### src/rtl/hp_pkg.sv
// Shared half-precision constants, exception codes and accumulator states.
// Imported by the adder, the accumulator and its bus interface users.
package hp_pkg;

  localparam logic [15:0] HP_POS_INF = 16'h7C00;
  localparam logic [15:0] HP_NEG_INF = 16'hFC00;
  localparam logic [15:0] HP_QNAN    = 16'hFFFF;
  localparam logic [15:0] HP_ZERO    = 16'h0000;

  localparam logic [1:0] EXC_NONE = 2'b00;
  localparam logic [1:0] EXC_POS  = 2'b01;
  localparam logic [1:0] EXC_NEG  = 2'b10;
  localparam logic [1:0] EXC_NAN  = 2'b11;

  typedef enum logic [1:0] {
    S_IDLE  = 2'd0,
    S_ACCUM = 2'd1,
    S_DONE  = 2'd2
  } acc_state_t;

  // Exception code of a raw operand: NaN, signed infinity or none.
  function automatic logic [1:0] hp_classify(input logic [15:0] v);
    if (&v[14:10]) begin
      if (|v[9:0]) return EXC_NAN;
      return v[15] ? EXC_NEG : EXC_POS;
    end
    return EXC_NONE;
  endfunction

endpackage

### src/rtl/hp_accumulator_if.sv
// Control, operand stream and result port bundle of hp_accumulator.
// The slave side is the accumulator, the master side its producer/consumer.
interface hp_accumulator_if #(
  parameter int LEN_W = 8
) ();

  logic             start;
  logic [LEN_W-1:0] vec_len;
  logic             in_valid;
  logic             in_ready;
  logic [15:0]      hp_in;
  logic             out_valid;
  logic             out_ready;
  logic [15:0]      hp_acc;
  logic [1:0]       Exceptions;
  logic [LEN_W-1:0] beats_left;

  modport master (
    output start, vec_len, in_valid, hp_in, out_ready,
    input  in_ready, out_valid, hp_acc, Exceptions, beats_left
  );

  modport slave (
    input  start, vec_len, in_valid, hp_in, out_ready,
    output in_ready, out_valid, hp_acc, Exceptions, beats_left
  );

endinterface

### src/rtl/hp_adder.sv
// Combinational half-precision adder, round-to-nearest-even,
// subnormals supported, NaN/inf/overflow reported on Exceptions.
module hp_adder
  import hp_pkg::*;
(
  input  logic [15:0] hp_inA,
  input  logic [15:0] hp_inB,
  output logic [15:0] hp_sum,
  output logic [1:0]  Exceptions
);

  logic        nan_a, nan_b, inf_a, inf_b;
  logic        sl, ss, sub, found, rnd;
  logic [15:0] big, sml;
  logic [10:0] ml, ms;
  logic [4:0]  el, es, d, dsh;
  logic [27:0] wide;
  logic [13:0] al, as, m;
  logic [14:0] sum;
  logic [6:0]  e;
  logic [3:0]  sh;
  logic [11:0] r;

  // Align, add, normalise, round and pack in one cone.
  always_comb begin
    nan_a = (&hp_inA[14:10]) && (|hp_inA[9:0]);
    nan_b = (&hp_inB[14:10]) && (|hp_inB[9:0]);
    inf_a = (&hp_inA[14:10]) && !(|hp_inA[9:0]);
    inf_b = (&hp_inB[14:10]) && !(|hp_inB[9:0]);
    if (hp_inA[14:0] >= hp_inB[14:0]) begin
      big = hp_inA;
      sml = hp_inB;
    end else begin
      big = hp_inB;
      sml = hp_inA;
    end
    sl  = big[15];
    ss  = sml[15];
    sub = sl ^ ss;
    ml  = {|big[14:10], big[9:0]};
    ms  = {|sml[14:10], sml[9:0]};
    el  = (big[14:10] == 5'd0) ? 5'd1 : big[14:10];
    es  = (sml[14:10] == 5'd0) ? 5'd1 : sml[14:10];
    d   = el - es;
    dsh = (d > 5'd17) ? 5'd17 : d;
    // small operand shifted right, lost bits folded into sticky
    wide = {ms, 17'd0} >> dsh;
    al   = {ml, 3'b000};
    as   = {wide[27:15], |wide[14:0]};
    sum  = sub ? ({1'b0, al} - {1'b0, as})
               : ({1'b0, al} + {1'b0, as});
    e     = {2'b00, el};
    sh    = 4'd0;
    found = 1'b0;
    if (sum[14]) begin
      m = {sum[14:2], sum[1] | sum[0]};
      e = e + 7'd1;
    end else begin
      m = sum[13:0];
      for (int i = 13; i >= 0; i--) begin
        if (!found) begin
          if (m[i]) found = 1'b1;
          else      sh = sh + 4'd1;
        end
      end
      // never normalise below the subnormal exponent
      if ({3'b000, sh} > e - 7'd1) sh = e[3:0] - 4'd1;
      m = m << sh;
      e = e - {3'b000, sh};
    end
    if (!m[13]) e = 7'd0;
    rnd = m[2] & (m[1] | m[0] | m[3]);
    r   = {1'b0, m[13:3]} + {11'd0, rnd};
    if (r[11]) begin
      r = r >> 1;
      e = e + 7'd1;
    end else if (e == 7'd0 && r[10]) begin
      e = 7'd1;
    end
    Exceptions = EXC_NONE;
    if (nan_a || nan_b || (inf_a && inf_b && (hp_inA[15] ^ hp_inB[15]))) begin
      hp_sum     = HP_QNAN;
      Exceptions = EXC_NAN;
    end else if (inf_a) begin
      hp_sum     = hp_inA;
      Exceptions = hp_inA[15] ? EXC_NEG : EXC_POS;
    end else if (inf_b) begin
      hp_sum     = hp_inB;
      Exceptions = hp_inB[15] ? EXC_NEG : EXC_POS;
    end else if (sum == 15'd0) begin
      hp_sum = HP_ZERO;
    end else if (e >= 7'd31) begin
      hp_sum     = sl ? HP_NEG_INF : HP_POS_INF;
      Exceptions = sl ? EXC_NEG : EXC_POS;
    end else begin
      hp_sum = {sl, e[4:0], r[9:0]};
    end
  end

endmodule

### src/rtl/hp_accumulator.sv
// Folds a programmed number of half-precision beats into one sum
// with sticky exception flags, result offered on a valid/ready port.
module hp_accumulator
  import hp_pkg::*;
#(
  parameter int LEN_W = 8
) (
  input logic         clk,
  input logic         rst,
  hp_accumulator_if.slave bus
);

  acc_state_t       state_q, state_d;
  logic [15:0]      acc_q, acc_d;
  logic [1:0]       exc_q, exc_d;
  logic [LEN_W-1:0] beats_q, beats_d;
  logic             first_q, first_d;
  logic [15:0]      add_sum;
  logic [1:0]       add_exc;

  hp_adder u_adder (
    .hp_inA     (acc_q),
    .hp_inB     (bus.hp_in),
    .hp_sum     (add_sum),
    .Exceptions (add_exc)
  );

  // State and datapath registers.
  always_ff @(posedge clk) begin
    if (rst) begin
      state_q <= S_IDLE;
      acc_q   <= HP_ZERO;
      exc_q   <= EXC_NONE;
      beats_q <= '0;
      first_q <= 1'b1;
    end else begin
      state_q <= state_d;
      acc_q   <= acc_d;
      exc_q   <= exc_d;
      beats_q <= beats_d;
      first_q <= first_d;
    end
  end

  // Next state.
  always_comb begin
    state_d = state_q;
    unique case (state_q)
      S_IDLE: begin
        if (bus.start)
          state_d = (bus.vec_len != '0) ? S_ACCUM : S_DONE;
      end
      S_ACCUM: begin
        if (bus.in_valid && beats_q == LEN_W'(1))
          state_d = S_DONE;
      end
      S_DONE: begin
        if (bus.out_ready) state_d = S_IDLE;
      end
      default: state_d = S_IDLE;
    endcase
  end

  // Datapath next values: load, first-beat bypass, add and sticky merge.
  always_comb begin
    acc_d   = acc_q;
    exc_d   = exc_q;
    beats_d = beats_q;
    first_d = first_q;
    if (state_q == S_IDLE && bus.start) begin
      if (bus.vec_len != '0) begin
        beats_d = bus.vec_len;
        first_d = 1'b1;
      end else begin
        acc_d = HP_ZERO;
        exc_d = EXC_NONE;
      end
    end else if (state_q == S_ACCUM && bus.in_valid) begin
      beats_d = beats_q - LEN_W'(1);
      first_d = 1'b0;
      if (first_q) begin
        acc_d = bus.hp_in;
        exc_d = hp_classify(bus.hp_in);
      end else begin
        acc_d = add_sum;
        if (add_exc == EXC_NAN)     exc_d = EXC_NAN;
        else if (exc_q == EXC_NONE) exc_d = add_exc;
      end
    end
  end

  // Moore outputs.
  always_comb begin
    bus.in_ready   = (state_q == S_ACCUM);
    bus.out_valid  = (state_q == S_DONE);
    bus.hp_acc     = acc_q;
    bus.Exceptions = exc_q;
    bus.beats_left = beats_q;
  end

endmodule

### src/flat_wrapper.sv
// flat-port wrapper written by rule: the top's interface ports become plain ports
module hp_accumulator_flat import hp_pkg::*;
#(
  parameter int LEN_W = 8
)
  (clk, rst, bus_start, bus_vec_len, bus_in_valid, bus_hp_in, bus_out_ready, bus_in_ready, bus_out_valid, bus_hp_acc, bus_Exceptions, bus_beats_left);
  hp_accumulator_if #(.LEN_W(LEN_W)) bus_i ();
  input logic clk;
  input logic rst;
  input wire logic [$bits(bus_i.start)-1:0] bus_start;
  input wire logic [$bits(bus_i.vec_len)-1:0] bus_vec_len;
  input wire logic [$bits(bus_i.in_valid)-1:0] bus_in_valid;
  input wire logic [$bits(bus_i.hp_in)-1:0] bus_hp_in;
  input wire logic [$bits(bus_i.out_ready)-1:0] bus_out_ready;
  output wire logic [$bits(bus_i.in_ready)-1:0] bus_in_ready;
  output wire logic [$bits(bus_i.out_valid)-1:0] bus_out_valid;
  output wire logic [$bits(bus_i.hp_acc)-1:0] bus_hp_acc;
  output wire logic [$bits(bus_i.Exceptions)-1:0] bus_Exceptions;
  output wire logic [$bits(bus_i.beats_left)-1:0] bus_beats_left;
  assign bus_i.start = bus_start;
  assign bus_i.vec_len = bus_vec_len;
  assign bus_i.in_valid = bus_in_valid;
  assign bus_i.hp_in = bus_hp_in;
  assign bus_i.out_ready = bus_out_ready;
  assign bus_in_ready = bus_i.in_ready;
  assign bus_out_valid = bus_i.out_valid;
  assign bus_hp_acc = bus_i.hp_acc;
  assign bus_Exceptions = bus_i.Exceptions;
  assign bus_beats_left = bus_i.beats_left;
  hp_accumulator #(.LEN_W(LEN_W)) u_core (.clk(clk), .rst(rst), .bus(bus_i));
endmodule
### config.mk
export PLATFORM = sky130hd
export DESIGN_NAME = hp_accumulator_flat
export DESIGN_NICKNAME = d
export VERILOG_FILES = /design/src/rtl/hp_pkg.sv /design/src/rtl/hp_accumulator_if.sv /design/src/rtl/hp_adder.sv /design/src/rtl/hp_accumulator.sv /design/src/flat_wrapper.sv
export SDC_FILE = /design/constraint.sdc
export NUM_CORES = 1
export LEC_CHECK = 0
export BUFFER_PORTS_ARGS = -buffer_cell sky130_fd_sc_hd__buf_4
export CAP_MARGIN = 20
export CELL_PAD_IN_SITES_DETAIL_PLACEMENT = 0
export CELL_PAD_IN_SITES_GLOBAL_PLACEMENT = 2
export CORE_ASPECT_RATIO = 1.4
export CORE_MARGIN = 1.5
export CORE_UTILIZATION = 36
export DETAILED_ROUTE_END_ITERATION = 8
export PLACE_DENSITY_LB_ADDON = 0.1
export SKIP_LAST_GASP = 1
export SYNTH_ARGS = -nofsm -noshare
export SYNTH_HDL_FRONTEND = slang
export SYNTH_SLANG_ARGS = --single-unit
### constraint.sdc
create_clock -name clk -period 26.5 [get_ports clk]
set_clock_uncertainty 0.1 [all_clocks]
set_input_delay 5.3 -clock clk [delete_from_list [all_inputs] [get_ports clk]]
set_output_delay 5.3 -clock clk [all_outputs]
set_load 0.02 [all_outputs]
==> impl_results.md <==
- CTS tree: yes
- Routed wl met3: 1240 um
- Cell area after synthesis: ~8700 um^2
- Initial DRT Pass Iterations: 5
- Detailed Place HPWL: 29800 um
- Sequential cell area: 581 um^2
- First-pass GRT wire length: 56700 um
- # setup viols final: 0
- Dpl cells: 1586
- Die Wd: 135 um
- GP Congestion: 0.910
- Top post-synthesis cells by count: nand2_1 (129), nor2_1 (105), a21oi_1 (98), inv_1 (78), ha_1 (68)
- Core Util, Final: 40.8%
- Crit path max-delay cell type: or4b_4
- PD cells: 98.5 nW/um^2
- Worst-Margin Slew: 979 ps
- CP peak stage delay: between 500 and 600 ps
- Clock power frac: ~7.0%
- Clk Latency, worst-skew pair: 280 ps
- Fin. max-slew vios: 0
- Largest net degree at the start of global routing: 37
- RSZ-0062 raised after global routing: no
- DRT iter0 DRCs: 843
- Met2 Routed Length: 18200 um
- Synth top area cells: ha_1 (9.7%), dfxtp_1 (6.6%), a21oi_1 (5.6%), nand2_1 (5.5%), nor2_1 (4.5%)
- Metal1 wirelength: ~15000 um
- Fin cells: 1597
- Clk root buf: clkbuf_16
- Vias per cell: 6.30
- Syn avg cell area: 6.95 um^2
- IO buf count: 56
- Antenna diode count: 0
- Slew headroom: about a third
- CTS buffer count: 5
- Worst vdd ir: 0.0000600 V
- Unique masters post-synth: between 100 and 150
- Quantity of hold-fixing buffers added after cts: 0
- Fin crit share: 94.8%
- Footprint of the multi-input gates: 7630 um^2
- Clk buf depth: 2
- Synth Flop Type: dfxtp_1
- Post-Route Setup TNS: 0 ps
- Minimum clock period: 25130 ps
- Die Y: 187 um
- Yosys top cell area share: about a tenth
- Fraction of layout cells with a size suffix above 1: 14.5%
- Worst EP required: 26620 ps
- Top-count cell post-synth: nand2_1
- Sw Share: around 59%
- Leakage: 4.08 nW
- Initial antenna violation count: 0
- Comb pwr share: between 80 and 90%
- Remaining DRCs: 0
- Nets: 1386
- Fin. Hold Viols: 0
- Max frequency: 39.8 MHz
- Synthesized Nets: 1357
- Worst-path clk slew: around 50 ps
- Dpl cell area: 9520 um^2
- Die ar.: 25200 um^2
- Drt wl/cell: 22.8 um
- Rows: 67
- Initial Util: 36.6%
- Routed Wire Length: 36400 um
- P&R area growth vs syn: 11.5%
- Total GRT Usage: 28.4%
- Crit end category: flop
- Asr flop ratio synth: 0%
- #FFs+latches synth: 29
- Worst-path fanout max: 13
- Clock sink count: 29
- CP arrival: 25250 ps
- Status: finished clean
- I/O pins: 57
- Post-synthesis sequential area ratio: 6.65%
- Via count: approximately 10000
- Fillers: 2592
- H-tree Lvls: 2
- Core area: 23900 um^2
- Post-synth EDFFs: 0
- Top routing layer in use: met4
- Vias in the first global route: 9835
- Yosys Warn Count: 0
- HP Class: reg2reg
- Synth area leader: ha_1
- DRT antenna net count: 0
- Grt ovf: 0
- Post-synthesis cell count: around 1300
- Design Area, Final: 9740 um^2
- Cell mode on critical path: ha_1
- CP Launch Type: input port
- Int Power: 0.390 mW
- Switching pwr: ~0.57 mW
- Max-cap violation count: 0
- Crit Path Category: in2reg
- Sequential share of power: 6.0%
[cell type report]
class,instances,area share [%]
clock buffer,7,1.46
clock inverter,1,0.308
inverter,81,3.12
multi-input combinational,1080,78.3
sequential,29,5.96
tap,310,3.98
timing repair buffer,89,6.86
[worst max-delay path, delay by kind of cell]
kind	cells	cell delay, ps
xor+xnor	5	1630
fa+ha+maj	9	2830
compound gates	34	7500
buf+inv	8	1530
simple gates	26	4770
mux	7	1660
[power by group through the flow]
| stage | clock [mW] | combinational, mW | sequential [mW] |
|---|---|---|---|
| after floorplan | 0 | 0.579 | 0.0589 |
| after global placement | 0 | 0.822 | 0.0586 |
| after detailed placement | 0 | 0.815 | 0.0584 |
| after CTS | 0.0674 | 0.818 | 0.0576 |
| after global routing | 0.0693 | 0.907 | 0.0583 |
| final | 0.0668 | 0.835 | 0.0579 |
[worst paths after layout]
check | end | startpoint | depth (start not counted) | slack [ps]
max | u_core.bus.hp_acc[1] | bus_hp_in[6] | 89 | 1370
min | u_core.bus.beats_left[7] | u_core.bus.beats_left[7] | 2 | 410
max reg2reg | u_core.bus.hp_acc[1] | u_core.bus.hp_acc[0] | 88 | 6020
min reg2reg | u_core.bus.beats_left[7] | u_core.bus.beats_left[7] | 2 | 410
[per-stage QoR]
| stage | total power, mW | hold WS [ps] | setup slack (ps) |
|---|---|---|---|
| after global placement | 0.880 | 395 | 987 |
| after global routing | 1.03 | 443 | 95.1 |
| after floorplan | 0.638 | 447 | 2980 |
| final | 0.960 | 406 | 1370 |
| after detailed placement | 0.873 | 397 | 574 |
| after CTS | 0.943 | 412 | 818 |
[cell families (layout without fill, tap and decap cells)]
group	after synthesis	in the layout	synth area share (%)
compound gates	450	450	37.8
xor+xnor	40	40	4.34
fa+ha+maj	71	71	10.4
buf+inv	148	178	7.05
flops	29	29	6.65
mux	49	49	6.07
simple gates	470	470	27.7
[registers in the layout, indices dropped and copies added, names as in the netlist]
| name | cells |
|---|---|
| u_core.bus.hp_acc | 16 |
| u_core.bus.beats_left | 8 |
| u_core.bus.Exceptions | 2 |
| u_core.state_q | 2 |
| u_core.first_q | 1 |
[placed cells by master, fill, tap and decap left out, types with 8 or more instances in the layout]
cell      count
o21ai_1      12
a21o_1       19
a22o_1        8
nor2_1      104
nand3_1      42
buf_4        89
mux2_2        9
inv_1        78
o211ai_1     15
nor4_1       19
o21ai_0      59
o31ai_1      12
nand4_1      17
and3_1       11
o22ai_1       9
a21boi_0      9
or3_1        11
xor2_1       17
a22oi_1       8
a211o_1      12
dfxtp_1      29
nor2b_1      12
a31oi_1      14
nand2_1     129
ha_1         68
mux2i_1      33
a211oi_1     33
a21oi_1      97
nor3_1       31
o21a_1       12
o41ai_1       8
xnor2_1      16
o21bai_1      9
and2_1       21
nand2b_1     14
[layer usage]
metal  vias to the layer above  GRT usage (%)
li1                       4807              -
met1                      4811           34.3
met2                       346           51.3
met3                       104           1.82
met4                         0           11.8
met5                         -              0
[repair_timing]
| item | CTS | global route |
|---|---|---|
| endpoints found under the setup margin | 0 | 17 |
| buffers inserted | 0 | 3 |
| resized for setup | 0 | 5 |
Note: power is estimated with default switching activity, not from simulation.
